## config.mk

```make
export PLATFORM = sky130hd
export DESIGN_NAME = dct_xpose_pingpong_ctrl
export DESIGN_NICKNAME = d
export VERILOG_FILES = /design/src/rtl/dct_xpose_pingpong_ctrl.sv
export SDC_FILE = /design/constraint.sdc
export NUM_CORES = 1
export LEC_CHECK = 0
export ABC_AREA = 0
export BUFFER_PORTS_ARGS = -buffer_cell sky130_fd_sc_hd__buf_2
export CORE_ASPECT_RATIO = 0.75
export CORE_MARGIN = 8
export CORE_UTILIZATION = 47
export DETAILED_ROUTE_END_ITERATION = 8
export PLACE_DENSITY = 0.92
export SYNTH_ARGS = -nofsm -noshare
export SYNTH_HDL_FRONTEND = slang
export SYNTH_SLANG_ARGS = --single-unit
export TNS_END_PERCENT = 50
```

## constraint.sdc

```tcl
create_clock -name clk -period 2.5 [get_ports clk]
set_input_delay 0.25 -clock clk [delete_from_list [all_inputs] [get_ports clk]]
set_output_delay 0.25 -clock clk [all_outputs]
set_load 0.03 [all_outputs]
```

## src/rtl/dct_xpose_pingpong_ctrl.sv

```systemverilog
// Ping-pong sequencer for two 8x8 DCT transpose banks: steers writes into the filling bank and
// drains the other as a gap-free 64-word stream. Optional DCT_XPOSE_FASTSYNC_EN adds bank_rst.
module dct_xpose_pingpong_ctrl #(
  parameter int unsigned DATA_W    = 32,
  parameter int unsigned BLK_WORDS = 64
) (
  input  logic              clk,
  input  logic              rst,
  input  logic              in_valid,
  output logic              in_ready,
  output logic              en_write0,
  output logic              en_write1,
  input  logic [DATA_W-1:0] mem0_q,
  input  logic [DATA_W-1:0] mem1_q,
  output logic [DATA_W-1:0] dout,
  output logic              out_valid,
  output logic              out_first,
  output logic              out_last
`ifdef DCT_XPOSE_FASTSYNC_EN
  ,
  output logic [1:0]        bank_rst
`endif
);

  localparam int unsigned CntW = $clog2(BLK_WORDS);
  localparam logic [CntW-1:0] CntOne  = CntW'(1);
  localparam logic [CntW-1:0] CntLast = CntW'(BLK_WORDS - 1);

  typedef enum logic [1:0] {StIdle, StFill, StFull, StDrain} bank_st_e;

  bank_st_e        st_q   [2];
  bank_st_e        st_d   [2];
  logic [CntW-1:0] wcnt_q [2];
  logic [CntW-1:0] wcnt_d [2];
  logic [CntW-1:0] rph_q  [2];
  logic [CntW-1:0] rph_d  [2];
  logic            wr_sel_q, wr_sel_d;
  logic            rd_sel_q, rd_sel_d;
  logic            out_valid_q, out_valid_d;
  logic            out_first_q, out_first_d;
  logic            out_last_q, out_last_d;
  logic            rd_bank_q, rd_bank_d;
  logic [1:0]      wr_en;
  logic [1:0]      hold;

`ifdef DCT_XPOSE_FASTSYNC_EN
  logic [1:0] brst_q, brst_d;
  // A bank held in reset neither advances its read pointer nor can be drained.
  assign hold     = brst_q;
  assign bank_rst = brst_q;
`else
  assign hold = 2'b00;
`endif

  always_comb begin
    in_ready = (st_q[wr_sel_q] == StIdle) || (st_q[wr_sel_q] == StFill);
    wr_en[0] = in_valid & in_ready & ~wr_sel_q;
    wr_en[1] = in_valid & in_ready & wr_sel_q;
  end

  assign en_write0 = wr_en[0];
  assign en_write1 = wr_en[1];

  always_comb begin
    wr_sel_d    = wr_sel_q;
    rd_sel_d    = rd_sel_q;
    rd_bank_d   = rd_bank_q;
    out_valid_d = 1'b0;
    out_first_d = 1'b0;
    out_last_d  = 1'b0;
`ifdef DCT_XPOSE_FASTSYNC_EN
    brst_d      = 2'b00;
`endif
    for (int b = 0; b < 2; b++) begin
      st_d[b]   = st_q[b];
      wcnt_d[b] = wr_en[b] ? wcnt_q[b] + CntOne : wcnt_q[b];
      // Shadow of the bank's free-running read pointer: moves on every non-write edge.
      rph_d[b]  = (wr_en[b] || hold[b]) ? rph_q[b] : rph_q[b] + CntOne;
      unique case (st_q[b])
        StIdle: begin
          if (wr_en[b]) st_d[b] = StFill;
        end
        StFill: begin
          if (wr_en[b] && wcnt_q[b] == CntLast) begin
            st_d[b]  = StFull;
            wr_sel_d = ~wr_sel_q;
`ifdef DCT_XPOSE_FASTSYNC_EN
            if (rph_q[b] != '0) begin
              brst_d[b] = 1'b1;
              rph_d[b]  = '0;
              wcnt_d[b] = '0;
            end
`endif
          end
        end
        StFull: begin
          if (rd_sel_q == 1'(b) && st_q[1-b] != StDrain && rph_q[b] == '0 && !hold[b]) begin
            st_d[b]     = StDrain;
            out_valid_d = 1'b1;
            out_first_d = 1'b1;
            rd_bank_d   = 1'(b);
          end
        end
        StDrain: begin
          out_valid_d = 1'b1;
          if (rph_q[b] == CntLast) begin
            out_last_d = 1'b1;
            st_d[b]    = StIdle;
            rd_sel_d   = ~rd_sel_q;
          end
        end
        default: st_d[b] = StIdle;
      endcase
    end
  end

  always_ff @(posedge clk or posedge rst) begin
    if (rst) begin
      for (int b = 0; b < 2; b++) begin
        st_q[b]   <= StIdle;
        wcnt_q[b] <= '0;
        rph_q[b]  <= '0;
      end
      wr_sel_q    <= 1'b0;
      rd_sel_q    <= 1'b0;
      rd_bank_q   <= 1'b0;
      out_valid_q <= 1'b0;
      out_first_q <= 1'b0;
      out_last_q  <= 1'b0;
`ifdef DCT_XPOSE_FASTSYNC_EN
      brst_q      <= 2'b00;
`endif
    end else begin
      for (int b = 0; b < 2; b++) begin
        st_q[b]   <= st_d[b];
        wcnt_q[b] <= wcnt_d[b];
        rph_q[b]  <= rph_d[b];
      end
      wr_sel_q    <= wr_sel_d;
      rd_sel_q    <= rd_sel_d;
      rd_bank_q   <= rd_bank_d;
      out_valid_q <= out_valid_d;
      out_first_q <= out_first_d;
      out_last_q  <= out_last_d;
`ifdef DCT_XPOSE_FASTSYNC_EN
      brst_q      <= brst_d;
`endif
    end
  end

  // Bank output registers hold word k after edge k, so the data path is a plain mux.
  assign dout      = out_valid_q ? (rd_bank_q ? mem1_q : mem0_q) : '0;
  assign out_valid = out_valid_q;
  assign out_first = out_first_q;
  assign out_last  = out_last_q;

endmodule

```

### Yosys cells after proc, flatten, opt, wreduce, memory -nomap -nowiden

Index checks and enable logic that the tools add are counted.

* flip-flop bits (word level): 34
* latch bits: 0
* bits in writable memories: 0
* ROM bits: 0
* input bits: 67
* output and inout port bits: 38
* word-level logic and storage cells: 96
* memories kept: 0

* $add $sub $neg: 4
* multiply operators: 0
* div/mod/pow operators: 0
* $lt $le $gt $ge: 1
* equal/unequal tests: 21
* shift operators: 0
* muxes and demuxes: 38
* bitwise gates (word level): 6
* reduce and logical (&&, ||, !) cells: 14

Operators with widths (count)
* 32-bit two-way mux: 2
* 6-bit by 1-bit adder with 6-bit output (second input constant): 4
* 6-bit equality test (second input constant): 4
* 2-bit two-way mux: 11
* 1-bit two-way mux: 21
* 2-bit inequality test (second input constant): 10
* 2-bit one-hot mux with 4 select lines: 2
* 6-bit logical NOT: 2
* 2-bit equality test (second input constant): 4
* 4-bit AND reduction: 2
* 2-bit by 1-bit equality test with 1-bit output (second input constant): 3
* 1-bit logical AND: 6
* 2-bit logical NOT: 3
* 1-bit one-hot mux with 2 select lines: 2
* 1-bit bitwise AND: 3
* 2-bit >= comparator (second input constant): 1
* 1-bit inverter: 2
* 1-bit inverter with 2-bit output: 1
* 1-bit logical OR: 1

### Longest topological paths before layout

* depth in word-level cells: 13
* depth in mapped cells: 6
* gate-level depth less buffers: 6

### Least setup slack after synthesis

OpenSTA, ideal clock, no wires.

* path kind: flip-flop to flip-flop
* start: register rph_q[6] in the netlist's numbering
* end: register st_q[3] in the netlist's numbering
* library setup time: 0.125 ns
* arrival: 1.740 ns
* required time: 2.375 ns
* setup slack: 0.635 ns
* stages on the path, launching flop included: 7
* buffers on the path: 0
* clock period less this slack: 1.865 ns
* path through: dfrtp_1 -> inv_1 -> ha_1 -> or4b_4 -> o41ai_4 -> o2111ai_2 -> mux2_4

* cells in the longest elaborated chain, start to end: 4
* elaborated cells on any way between the ends: 6
* classes of those cells: 3 x eq/ne; 3 x reduce/logical

RTL lines
* start, declared: RTL line 35 `logic [CntW-1:0] rph_q [2];`
* start signal, assigned by index: RTL line 137 `rph_q[b] <= rph_d[b];`
* 6-bit logical NOT: RTL line 97 `if (rd_sel_q == 1'(b) && st_q[1-b] != StDrain && rph_q[b] == '0 && !hold[b]) begin`
* 1-bit logical AND: RTL line 97
* 2-bit inequality test (no line)
* 4-bit AND reduction (no line) *
* end signal, assigned by index: RTL line 120 `st_q[b] <= StIdle;`
* end signal, assigned by index: RTL line 135 `st_q[b] <= st_d[b];`
* end, declared: RTL line 31 `bank_st_e st_q [2];`

Every way passes the cells marked *; elsewhere a longest branch is shown, timed or not.
A chain may end at the register's enable or synchronous reset.

### Worst setup path after layout

* start: register rd_bank_q
* end: output port dout[9]

* cells in the longest elaborated chain, start to end: 2

RTL lines
* start, declared: RTL line 42 `logic rd_bank_q, rd_bank_d;`
* start signal, assigned: RTL line 141 `rd_bank_q <= rd_bank_d;`
* 32-bit two-way mux (2 in series): RTL line 152 `assign dout = out_valid_q ? (rd_bank_q ? mem1_q : mem0_q) : '0;`
* end, declared: RTL line 15 `output logic [DATA_W-1:0] dout,`

Every way passes these cells.

==> flow_metrics.env <==
export IMPL_finalPower_mw=2.51
export IMPL_min_period_over_period=0.807
export IMPL_first_global_vias=2020
export IMPL_path_clk_slew_ns=0.07
export IMPL_yosys_most_used_dff="dfrtp_1"
export IMPL_hold_path_class="in2async"
export IMPL_cp_top_family="flip-flops"
export IMPL_drive_above_1_share=0.375
export IMPL_status="finished, final reports clean"
export IMPL_yosysSeqAreaShare=0.372
export IMPL_crit_slowest_cell="dfrtp_2"
export IMPL_coreArea_um2=4790
export IMPL_vias=1961
export IMPL_place_congestion=0.801
export IMPL_final_setup_skew_ns=0.00778
export IMPL_crit_path_end_kind="output port"
export IMPL_synth_cells=223
export IMPL_cts_root_buffer="clkbuf_8"
export IMPL_leakage_nw=1.47
export IMPL_yosysMostFrequentCell="mux2i_1"
export IMPL_drc_errors=0
export IMPL_path_class="reg2out"
export IMPL_antenna_left=0
export IMPL_port_buffers=104
export IMPL_dp_hpwl_mm=4.78
export IMPL_relSlewSlack=0.532
export IMPL_yosys_top_cells_area="dfrtp_1 (37%), mux2i_1 (15%), ha_1 (8.8%)"
export IMPL_worst_slew_pin_slew_ns=0.702
export IMPL_cts_buffer_depth=2
export IMPL_synth_cell_types=32
export IMPL_r2r_start="rph_q[6]"
export IMPL_r2r_end="st_q[3]"
export IMPL_report_final_slew_viol_count=0
export IMPL_cp_start_kind="flop"
export IMPL_wl_mm=5.90
export IMPL_seq_area_um2=852
export IMPL_holdWs_ns=0.0350
export IMPL_track_usage=0.155
export IMPL_fmax_mhz=496
export IMPL_filler_cell_count=405
export IMPL_wire_per_inst_um=15.1
export IMPL_syn_to_final_growth_pct=29.9
export IMPL_cts_tree="built"
export IMPL_ctsResizeCount=0
export IMPL_boundaryPins=105
export IMPL_initial_core_util=0.477
export IMPL_slowest_delay_ns=0.69
export IMPL_path_max_fanout=19
export IMPL_postCtsSetupBuffers=0
export IMPL_antenna_found_initial=0
export IMPL_grt_max_degree=35
export IMPL_die_h_um=76.4
export IMPL_synth_top_area_share=0.372
export IMPL_overflow=0
export IMPL_antenna_cells=0
export IMPL_cts_buffers=5
export IMPL_chipWidth_um=96.5
export IMPL_setup_viol=0
export IMPL_rsz0062_at_grt="false"
export IMPL_num_nets_final=413
export IMPL_synth_seq_cells=34
export IMPL_setup_tns_ns=0
export IMPL_ir_worst_vdd_uv=544
export IMPL_worstSkewPairLatency_ns=0.29
export IMPL_syn_area_per_cell_um2=10.2
export IMPL_grt_pass1_wl_mm=9.27
export IMPL_timing_critical_path_buf_inv=2
export IMPL_synth_nets=306
export IMPL_dieArea_um2=7370
export IMPL_r2r_cells=6
export IMPL_drtPass1Iterations=4
export IMPL_hold_viol=0
export IMPL_hold_buffers=0
export IMPL_yosys_top_cells_count="mux2i_1 (35), dfrtp_1 (34), nor2b_1 (32), ha_1 (16), xnor2_1 (14)"
export IMPL_synth_area_um2=2280
export IMPL_crit_chain="buf_4, mux2i_1, nor2b_1, buf_2"
export IMPL_period_minus_slack_ns=2.02
export IMPL_cap_violations=0
export IMPL_synth_edf_count=0
export IMPL_synth_top_area_cell="dfrtp_1"
export IMPL_drt_iter0_drc=70
export IMPL_synth_warnings=0
export IMPL_worst_ep_required_time_ns=2.25
export IMPL_htree_levels=2
export IMPL_routed_via_density=5.02
export IMPL_multi_input_area_um2=1350
export IMPL_clock_sinks=34
export IMPL_cp_arrival_ns=1.77
export IMPL_async_flop_share=1.00
export IMPL_num_rows=22
export IMPL_powerDensity_nw_per_um2=845
export IMPL_fin_util=0.620
export IMPL_ff2ff_setup_slack_ns=0.53
[metal layers]
layer,vias to the layer above,global-route usage,wire length [um]
met4,0,0.0543,78
li1,971,-,-
met1,915,0.175,2380
met3,7,0.0423,555
met5,-,0,0
met2,68,0.270,2890
[stage by stage]
stage	setup slack (ns)	instance area, um^2	instances
after floorplan	0.635	2280	223
after global placement	0.605	2880	383
after detailed placement	0.553	2880	383
after CTS	0.488	2970	391
after global routing	0.399	2970	391
final	0.483	2970	391
[worst max path at each step]
| stage | depth (start not counted) | start | slack (ns) | end |
|---|---|---|---|---|
| after global placement | 6 | rph_q[6] | 0.60 | st_q[3] |
| after detailed placement | 6 | rph_q[6] | 0.55 | st_q[3] |
| after CTS | 4 | rd_bank_q | 0.49 | dout[9] |
| final | 4 | rd_bank_q | 0.48 | dout[9] |
| after floorplan | 6 | rph_q[6] | 0.63 | st_q[3] |
| after global routing | 4 | rd_bank_q | 0.40 | dout[9] |
[tightest hold or removal path, delay by kind of cell]
family / cells / cell delay, ns
buffers and inverters: 3 / 0.51
[layout by cell type (no fill, tap or decap), types with 7 or more instances in the layout]
| master | count |
|---|---|
| dfrtp_1 | 33 |
| mux2i_1 | 35 |
| nand2_1 | 13 |
| inv_1 | 12 |
| buf_2 | 104 |
| xor2_1 | 7 |
| xnor2_1 | 14 |
| nor2b_1 | 32 |
| nand4_1 | 9 |
| nor2_1 | 11 |
| ha_1 | 16 |
[cell families after synthesis]
group | after synthesis | share of synthesized area
AOI/OAI and AO/OA | 13 | 0.0460
and+or+nand+nor | 80 | 0.204
muxes | 39 | 0.175
adders and majority gates | 16 | 0.0876
DFF | 34 | 0.372
xor gates and xnor gates | 21 | 0.0805
buffers and inverters | 20 | 0.0350
[sequential cells by signal, summed over array words and instances (netlist names)]
name and cells:
out_first 1, out_last 1, out_valid 1, rd_bank_q 1, rd_sel_q 1, rph_q 12
st_q 4, wcnt_q 12, wr_sel_q 1
[where the power goes]
group / leakage (nW) / switching, mW / internal, mW
sequential: 0.423 / 0.242 / 0.730
combinational: 0.998 / 0.617 / 0.498
clock: 0.0482 / 0.198 / 0.222
total: 1.47 / 1.06 / 1.45
[layout make-up]
type	count	area share
Clock buffer	7	0.0291
Clock inverter	1	0.00169
Inverter	12	0.0152
Multi-Input combinational cell	169	0.456
Sequential cell	34	0.287
Tap cell	60	0.0253
Timing Repair Buffer	108	0.185
(Power assumes the default switching activity.)
